**config.mk**
```make
export PLATFORM = sky130hd
export DESIGN_NAME = idct_1d_seq
export DESIGN_NICKNAME = d
export VERILOG_FILES = /design/src/rtl/idct_1d_seq.sv
export SDC_FILE = /design/constraint.sdc
export NUM_CORES = 2
export LEC_CHECK = 0
export ABC_CLOCK_PERIOD_IN_PS = 18900
export CORE_MARGIN = 3
export CORE_UTILIZATION = 55
export DETAILED_ROUTE_END_ITERATION = 6
export PLACE_DENSITY = 0.73
export SLEW_MARGIN = 15
export SYNTH_ARGS = -nofsm -noshare
export SYNTH_HDL_FRONTEND = slang
export SYNTH_SLANG_ARGS = --single-unit
```
**constraint.sdc**
```tcl
create_clock -name clk -period 18.9 [get_ports clk]
set_input_delay 1.89 -clock clk [delete_from_list [all_inputs] [get_ports clk]]
set_output_delay 1.89 -clock clk [all_outputs]
set_load 0.02 [all_outputs]
```
**src/rtl/idct_1d_seq.sv**
```systemverilog
// idct_1d_seq: sequential 8-point 1-D IDCT/FDCT engine.
//   Accepts one 8-sample vector per valid/ready transfer. Eight MACs run in
//   parallel for eight cycles, consuming one input sample per cycle. The
//   result is then presented under valid/ready.
//   Optional build macro IDCT_SAT_EN: round half up and saturate outputs
//   instead of truncating and wrapping.
// Ports:
//   clk        rising-edge clock
//   rst        asynchronous reset, active high
//   in_valid   input vector valid
//   in_ready   engine idle and able to accept a vector
//   in_mode    0 = IDCT, 1 = FDCT, sampled on accept
//   in_data    x0 in MSBs ... x7 in LSBs, two's complement
//   out_valid  result vector valid
//   out_ready  downstream accepts the result
//   out_data   z0 in MSBs ... z7 in LSBs
module idct_1d_seq #(
   parameter int IN_W   = 12,
   parameter int OUT_W  = 11,
   parameter int COEF_W = 9,
   parameter int ACC_W  = 24,
   parameter int SHIFT  = 9
) (
   input  logic                 clk,
   input  logic                 rst,
   input  logic                 in_valid,
   output logic                 in_ready,
   input  logic                 in_mode,
   input  logic [8*IN_W-1:0]    in_data,
   output logic                 out_valid,
   input  logic                 out_ready,
   output logic [8*OUT_W-1:0]   out_data
);

   localparam int PROD_W = IN_W + COEF_W;

   localparam logic signed [COEF_W-1:0] C1 = COEF_W'(251);
   localparam logic signed [COEF_W-1:0] C2 = COEF_W'(236);
   localparam logic signed [COEF_W-1:0] C3 = COEF_W'(213);
   localparam logic signed [COEF_W-1:0] C4 = COEF_W'(181);
   localparam logic signed [COEF_W-1:0] C5 = COEF_W'(142);
   localparam logic signed [COEF_W-1:0] C6 = COEF_W'(98);
   localparam logic signed [COEF_W-1:0] C7 = COEF_W'(50);

   typedef enum logic [1:0] {StIdle, StMac, StFin, StOut} state_t;

   state_t                     state_q;
   logic [2:0]                 cnt_q;
   logic                       mode_q;
   logic [8*IN_W-1:0]          data_q;
   logic signed [ACC_W-1:0]    acc_q   [8];
   logic signed [ACC_W-1:0]    acc_nxt [8];
   logic signed [PROD_W-1:0]   prod    [8];
   logic signed [COEF_W-1:0]   kcoef   [8];
   logic signed [IN_W-1:0]     x_sel;
   logic [8*OUT_W-1:0]         out_nxt;

   // T(k,n) ~ cos((2n+1)k*pi/16), with the angle folded into 0..16 (mod 32)
   function automatic logic signed [COEF_W-1:0] coef(input logic [2:0] k, input logic [2:0] n);
      logic [4:0] m;
      logic [4:0] f;
      logic signed [COEF_W-1:0] c;
      m = {1'b0, n, 1'b1} * {2'b00, k};  // wraps mod 32 by width
      f = (m > 5'd16) ? (5'd0 - m) : m;
      c = '0;
      if (k == 3'd0) begin
         c = C4;
      end else begin
         case (f)
            5'd1:    c = C1;
            5'd2:    c = C2;
            5'd3:    c = C3;
            5'd4:    c = C4;
            5'd5:    c = C5;
            5'd6:    c = C6;
            5'd7:    c = C7;
            5'd9:    c = -C7;
            5'd10:   c = -C6;
            5'd11:   c = -C5;
            5'd12:   c = -C4;
            5'd13:   c = -C3;
            5'd14:   c = -C2;
            5'd15:   c = -C1;
            default: c = '0;
         endcase
      end
      return c;
   endfunction

   // Current sample x[cnt] from the latched vector
   always_comb begin
      x_sel = '0;
      for (int j = 0; j < 8; j++) begin
         if (cnt_q == 3'(j)) x_sel = data_q[(7-j)*IN_W +: IN_W];
      end
   end

   // Eight parallel MACs; IDCT walks the table transposed
   always_comb begin
      for (int i = 0; i < 8; i++) begin
         kcoef[i]   = mode_q ? coef(3'(i), cnt_q) : coef(cnt_q, 3'(i));
         prod[i]    = x_sel * kcoef[i];
         acc_nxt[i] = acc_q[i] + {{(ACC_W-PROD_W){prod[i][PROD_W-1]}}, prod[i]};
      end
   end

`ifdef IDCT_SAT_EN
   localparam logic signed [ACC_W:0] RndBias = (ACC_W+1)'(2**(SHIFT-1));
   localparam logic signed [ACC_W:0] SatMax  = (ACC_W+1)'(2**(OUT_W-1) - 1);
   localparam logic signed [ACC_W:0] SatMin  = (ACC_W+1)'(-(2**(OUT_W-1)));

   logic signed [ACC_W:0] rnd [8];
   logic signed [ACC_W:0] shf [8];

   // One extra bit keeps the rounding add from wrapping
   always_comb begin
      out_nxt = '0;
      for (int i = 0; i < 8; i++) begin
         rnd[i] = {acc_q[i][ACC_W-1], acc_q[i]} + RndBias;
         shf[i] = rnd[i] >>> SHIFT;
         if (shf[i] > SatMax) begin
            out_nxt[(7-i)*OUT_W +: OUT_W] = SatMax[OUT_W-1:0];
         end else if (shf[i] < SatMin) begin
            out_nxt[(7-i)*OUT_W +: OUT_W] = SatMin[OUT_W-1:0];
         end else begin
            out_nxt[(7-i)*OUT_W +: OUT_W] = shf[i][OUT_W-1:0];
         end
      end
   end
`else
   // Plain bit-slice: floor division by 2^SHIFT, wraps on overflow
   always_comb begin
      out_nxt = '0;
      for (int i = 0; i < 8; i++) begin
         out_nxt[(7-i)*OUT_W +: OUT_W] = acc_q[i][SHIFT+OUT_W-1:SHIFT];
      end
   end
`endif

   always_ff @(posedge clk or posedge rst) begin
      if (rst) begin
         state_q   <= StIdle;
         cnt_q     <= 3'd0;
         mode_q    <= 1'b0;
         data_q    <= '0;
         in_ready  <= 1'b1;
         out_valid <= 1'b0;
         out_data  <= '0;
         for (int i = 0; i < 8; i++) acc_q[i] <= '0;
      end else begin
         unique case (state_q)
            StIdle: begin
               if (in_valid) begin
                  data_q   <= in_data;
                  mode_q   <= in_mode;
                  cnt_q    <= 3'd0;
                  in_ready <= 1'b0;
                  for (int i = 0; i < 8; i++) acc_q[i] <= '0;
                  state_q  <= StMac;
               end
            end
            StMac: begin
               for (int i = 0; i < 8; i++) acc_q[i] <= acc_nxt[i];
               cnt_q <= cnt_q + 3'd1;  // wraps back to 0 after the last sample
               if (cnt_q == 3'd7) state_q <= StFin;
            end
            StFin: begin
               out_data  <= out_nxt;
               out_valid <= 1'b1;
               state_q   <= StOut;
            end
            StOut: begin
               if (out_ready) begin
                  out_valid <= 1'b0;
                  in_ready  <= 1'b1;
                  state_q   <= StIdle;
               end
            end
            default: state_q <= StIdle;
         endcase
      end
   end

endmodule

```
# == Word-level counts from Yosys, hierarchy flattened ==
# Memory sizes are Yosys's and may differ from the RTL's.
# Index checks and enable logic that the tools add are counted.
# word_totals
ff_bits,384
latch_bits,0
ram_bits,0
mem_bits_ro,2160
input_bits,101
output_inout_bits,90
word_cells,178
n_memories,15
# mem_list
memory,words,word_bits,read_ports,rd_clocked_by_memory_dff,write_ports,line,text
(no name shown),16,9,1,0,0,69,case (f)
(no name shown),16,9,1,0,0,69,
(no name shown),16,9,1,0,0,69,
(no name shown),16,9,1,0,0,69,
(no name shown),16,9,1,0,0,69,
(no name shown),16,9,1,0,0,69,
+9 memories,n/a,n/a,n/a,n/a,n/a,n/a,
# op_classes
n_addsub,24
n_mul,19
div_mod_pow,0
order_cmp,15
n_eq_ne,13
shifts,0
mux,67
bitwise_logic,0
n_reduce_logical,10
# ops
op,count
$pmux 192 s2,1
$mux 9,31
$add 24x24->24,8
$mux 192,1
$mul 12x9->21,8
$mux 12,8
$mux 5,15
$gt 5x5->1 const B,13
$sub 1x5->5 const A,13
$mul 4x3->5 const A,4
$eq 3x3->1 const B,4
$mul 3x3->5 const A,2
$mul 4x3->5 const B,2
$pmux 2 s4,1
$eq 3x2->1 const B,2
$mux 2,3
$ne 2x2->1 const B,3
$pmux 3 s2,1
$reduce_and 2->1,3
$reduce_and 3->1,2
$reduce_bool 2->1,3
$gt 3x5->1 const B,1
$gt 4x5->1 const B,1
$mul 2x3->5 const A,1
13 further kinds,17

# == Logic depth before layout (Yosys ltp) ==
# logic_depth
depth_word,12
mapped_depth,45
ltp_nobuf,42

# == Worst setup path before layout ==
# No wires, ideal clock.
# synth_path
path_kind,register -> register
start,register cnt_q[0]
end,register acc_q[19] in the netlist's numbering
setup_ns,0.122
t_arrival_ns,10.052
t_required_ns,18.778
path_slack_ns,8.726
stages_incl_launch_ff,45
n_path_buf,2
period_less_slack_ns,10.174
cell_sequence,dfrtp_1 > buf_2 > clkinv_1 > fa_1 > clkinv_1 > ha_1 > a21oi_4 > xor2_2 > or3_1 > nand2_1 > ha_1 > nor3_1 > a21oi_1 > nor2_1 > a21oi_1 > a21oi_1 > o21a_1 > clkbuf_1 > [... 9 more ...] > inv_1 > ha_1 > inv_1 > o21bai_1 > a21oi_1 > o21bai_1 > a21oi_1 > o21ai_0 > nor2_1 > xnor2_1 > ha_1 > a21o_1 > a21oi_1 > nand2_1 > o21ai_0 > o21ai_0 > a21o_1 > a32o_1
# synth_via
elab_chain_len,12
word_cells_on_any_way,33
cone_classes,3 x add/sub; 3 x mul; 2 x order compare; 7 x eq/ne; 15 x mux; 1 x reduce/logical; 2 x memory
# synth_lines
element,line,text
start: declaration,48,logic [2:0] cnt_q;
start signal: assignment,164,cnt_q <= cnt_q + 3'd1;
branches (longest 9 deep; another with $mem_v2 16x9),n/a,
$mul 12x9->21 (*),102,prod[i] = x_sel * kcoef[i];
$add 24x24->24 (*),103,"acc_nxt[i] = acc_q[i] + {{(ACC_W-PROD_W){prod[i][PROD_W-1]}}, prod[i]};"
$pmux 192 s2 (*),151,unique case (state_q)
end: declaration,51,logic signed [ACC_W-1:0] acc_q [8];
# Every way passes the cells marked *.
# A chain may end at the register's enable or synchronous reset.

# == Final worst setup path ==
# layout_path
start,register cnt_q[0]
end,register acc_q[115] in the netlist's numbering
# layout_via
elab_chain_len,12
word_cells_on_any_way,33
cone_classes,3 x add/sub; 3 x mul; 2 x order compare; 7 x eq/ne; 15 x mux; 1 x reduce/logical; 2 x memory
# layout_lines
element,line
branches (longest 9 deep; another with $mem_v2 16x9),n/a
$mul 12x9->21 (*),102
$add 24x24->24 (*),103
$pmux 192 s2 (*),151
# Marked as above.

==> reports/results.tsv <==
stage	metric	value	unit
sta	Slew headroom	22.8	%
cts	Worst-path clk slew	0.06	ns
synthesis	sequential area share after synthesis	17.1	%
floorplan	starting density of the core	55.9	%
synthesis	fraction of registers with async set/reset	100	%
cts	clk buf depth	3	
cts	clk_lat worst skew	0.63	ns
sta	Final Max Tran Viols	0	
worst_setup_path	Worst R2R Path Depth	37	
worst_setup_path	Worst Path Required	19.40	ns
layout	fraction of layout cells with a size suffix above 1	7.63	%
layout	Syn-to-layout area delta	9.25	%
cts	CTS Hold Buffers Added	0	
worst_setup_path	CP peak stage delay	1.08	ns
min_path	Hold Path Class	flop to flop	
synthesis	Synth Instances	5721	
sta	Clock Skew	0.0312	ns
synthesis	FF+latch count, synth	352	
min_path	HP Start	acc_q[31]	
routing	DR WL/cell	18.4	um
worst_setup_path	Max FO, Critical Path	19	
global_route	largest net degree at the start of global routing	106	
global_route	global route total overflow	0	
global_route	Overall Global Routing Usage	27.4	%
placed_design	post-DP HPWL	97400	um
sta	Worst Max-Slew Pin Slew	1.15	ns
synthesis	Synth Cell Area	0.0515	sq mm
floorplan	Core Region	0.0922	sq mm
routing	antenna viol nets, final	0	
cts	CTS tree	built	
floorplan	row cnt	111	
worst_setup_path	Worst Path Arrival	11.75	ns
placed_design	port buffer count	190	
cts	total clock sinks	352	
sta	fmax	88.9	MHz
synthesis	Most used DFF post-synth	dfrtp_1	
global_route	first-pass GRT wire length	218000	um
sta	TNS Setup	0	ns
worst_setup_path	slowest library cell on the worst path	fa_1	
synthesis	Yosys Warn Count	0	
sta	final hold vios	0	
worst_setup_path	Worst path most repeated cell	fa_1	
cts	setup bufs post-CTS	0	
placed_design	Post-Place Cell Area	0.0548	sq mm
routing	First-pass DRT Iterations	5	
floorplan	die area	0.0974	sq mm
floorplan	Die H	312	um
worst_setup_path	critical path depth	37	
sta	endpoints failing setup	0	
placed_design	RD Place Congestion	0.916	
worst_setup_path	CP Launch Type	flop	
cts	Root Driver	clkbuf_16	
synthesis	syn_area_per_cell	9.01	sq um
layout	most frequent cells in the layout	831 x inv_1, 707 x fa_1, 705 x nand2_1	
floorplan	# IOs	191	
worst_setup_path	R2R Path Start	cnt_q[0]	
layout	# fillers	7967	
worst_setup_path	family with the most delay on the worst path	adder cells	
sta	period utilization	59.5	%
routing	Vias	40000	
routing	drt total wl	130000	um
routing	initial DRC count	2334	
layout	final instance area	0.0563	sq mm
global_route	vias in the first global route	42400	
worst_setup_path	Worst Setup SP	cnt_q[0]	
worst_setup_path	Worst R2R End	acc_q[115]	
cts	H-tree levels	2	
worst_setup_path	CP Capture Type	flop	
floorplan	Die X	312	um
worst_setup_path	Crit path buffers/inverters	7	
worst_setup_path	CP Capture Point	acc_q[115]	
cts	Resize count post-CTS	0	
run	max cap viols	0	
layout	most common cell after layout, fill and taps aside	inv_1	
synthesis	Mapped Nets	7050	
global_route	antenna violations before repair	6	
cts	CTS Buf Count	42	
layout	nets@finish	7116	
worst_setup_path	Setup Crit Path Kind	flop to flop	
routing	via/cell ratio	5.66	
sta	RSZ-0062 raised after global routing	no	
synthesis	post-synthesis cell type count	100	
outcome	outcome	completed	
synthesis	Post-synth EDFFs	0	
sta	minimum clock period	11.25	ns
worst_setup_path	reg2reg setup slack	7.65	ns
routing	drt drc	0	
==> flip-flops by register name, summed over array words and instances (netlist names) <==
register / count
cnt_q: 3
in_ready: 1
data_q: 96
out_data: 88
out_valid: 1
mode_q: 1
acc_q: 160
state_q: 2
==> worst min path at each step <==
stage	slack, ns	endpoint	cells past startpoint
2_1_floorplan	0.46	acc_q[124]	2
6_report	0.49	acc_q[31]	2
4_1_cts	0.49	acc_q[31]	2
3_3_place_gp	0.47	acc_q[32]	2
3_5_place_dp	0.48	acc_q[31]	2
5_1_grt	0.52	acc_q[8]	2
==> tightest hold or removal path: cells and delay by family, from the launching register on <==
family,cells,cell delay [ns]
compound gates,1,0.06
flops,1,0.35
simple gates,1,0.05
==> logic make-up after synthesis <==
family | synth area share, %
AND/OR/NAND/NOR | 13.5
AO/OA/AOI/OAI | 10.9
XOR/XNOR | 5.66
flip-flops | 17.1
adder cells (fa/ha/maj) | 40.2
multiplexers | 4.66
buffers and inverters | 7.97
==> cells in the mapped netlist, types with 9 or more instances <==
cell / instances / area share (%)
buf_2: 14 / 0.14
a21oi_1: 220 / 2.1
mux2i_1: 26 / 0.51
nor2_1: 522 / 3.8
o21a_1: 37 / 0.54
or2_2: 42 / 0.51
a22o_1: 29 / 0.49
o21ai_1: 17 / 0.17
nand3_1: 63 / 0.61
a211oi_1: 21 / 0.31
clkbuf_1: 208 / 1.5
nor2b_1: 39 / 0.47
inv_1: 832 / 6.1
xor2_1: 107 / 1.8
nor4_1: 9 / 0.11
a31oi_1: 24 / 0.29
ha_1: 521 / 13
o21bai_1: 36 / 0.52
mux2_2: 187 / 4.1
nand2_1: 707 / 5.2
and3_1: 18 / 0.22
and2_1: 38 / 0.46
buf_1: 20 / 0.15
xnor2_1: 214 / 3.6
fa_1: 707 / 27
dfrtp_1: 351 / 17
nor3_1: 71 / 0.69
or3_1: 26 / 0.32
o211ai_1: 16 / 0.23
o21ai_0: 265 / 2.6
o41ai_1: 13 / 0.22
a21o_1: 69 / 1.0
o31ai_1: 21 / 0.31
o22ai_1: 19 / 0.23
nand2b_1: 58 / 0.70
==> routing by layer <==
layer | track usage (%) | share of wire, %
met3 | 5.30 | 8.1
met4 | 8.56 | 3.0
met5 | 0 | 0.024
met2 | 46.2 | 47
met1 | 35.7 | 41
==> final cells by class <==
type	count	area, sq um	share of cell area, %
Sequential cell	352	8810	15.7
Clock buffer	52	1160	2.06
Clock inverter	25	345	0.613
Antenna cell	3	7.51	0.0133
Timing Repair Buffer	269	2490	4.43
Multi-Input combinational cell	4285	38800	68.9
Tap cell	1243	1560	2.76
Inverter	837	3150	5.59
==> metrics by stage <==
stage / cells / setup slack, ns / hold WS [ns] / util (%)
2_1_floorplan: 5721 / 7.25 / 0.455 / -
3_3_place_gp: 6986 / 7.97 / 0.470 / 59.4
3_5_place_dp: 6986 / 7.76 / 0.477 / 59.4
4_1_cts: 7063 / 7.68 / 0.490 / 61.0
5_1_grt: 7063 / 6.80 / 0.517 / 61.0
6_report: 7066 / 7.65 / 0.489 / 61.0
Power is left out: the tool's default activity adds up to more than one toggle a clock period on the data nets, which glitch-free logic cannot reach.
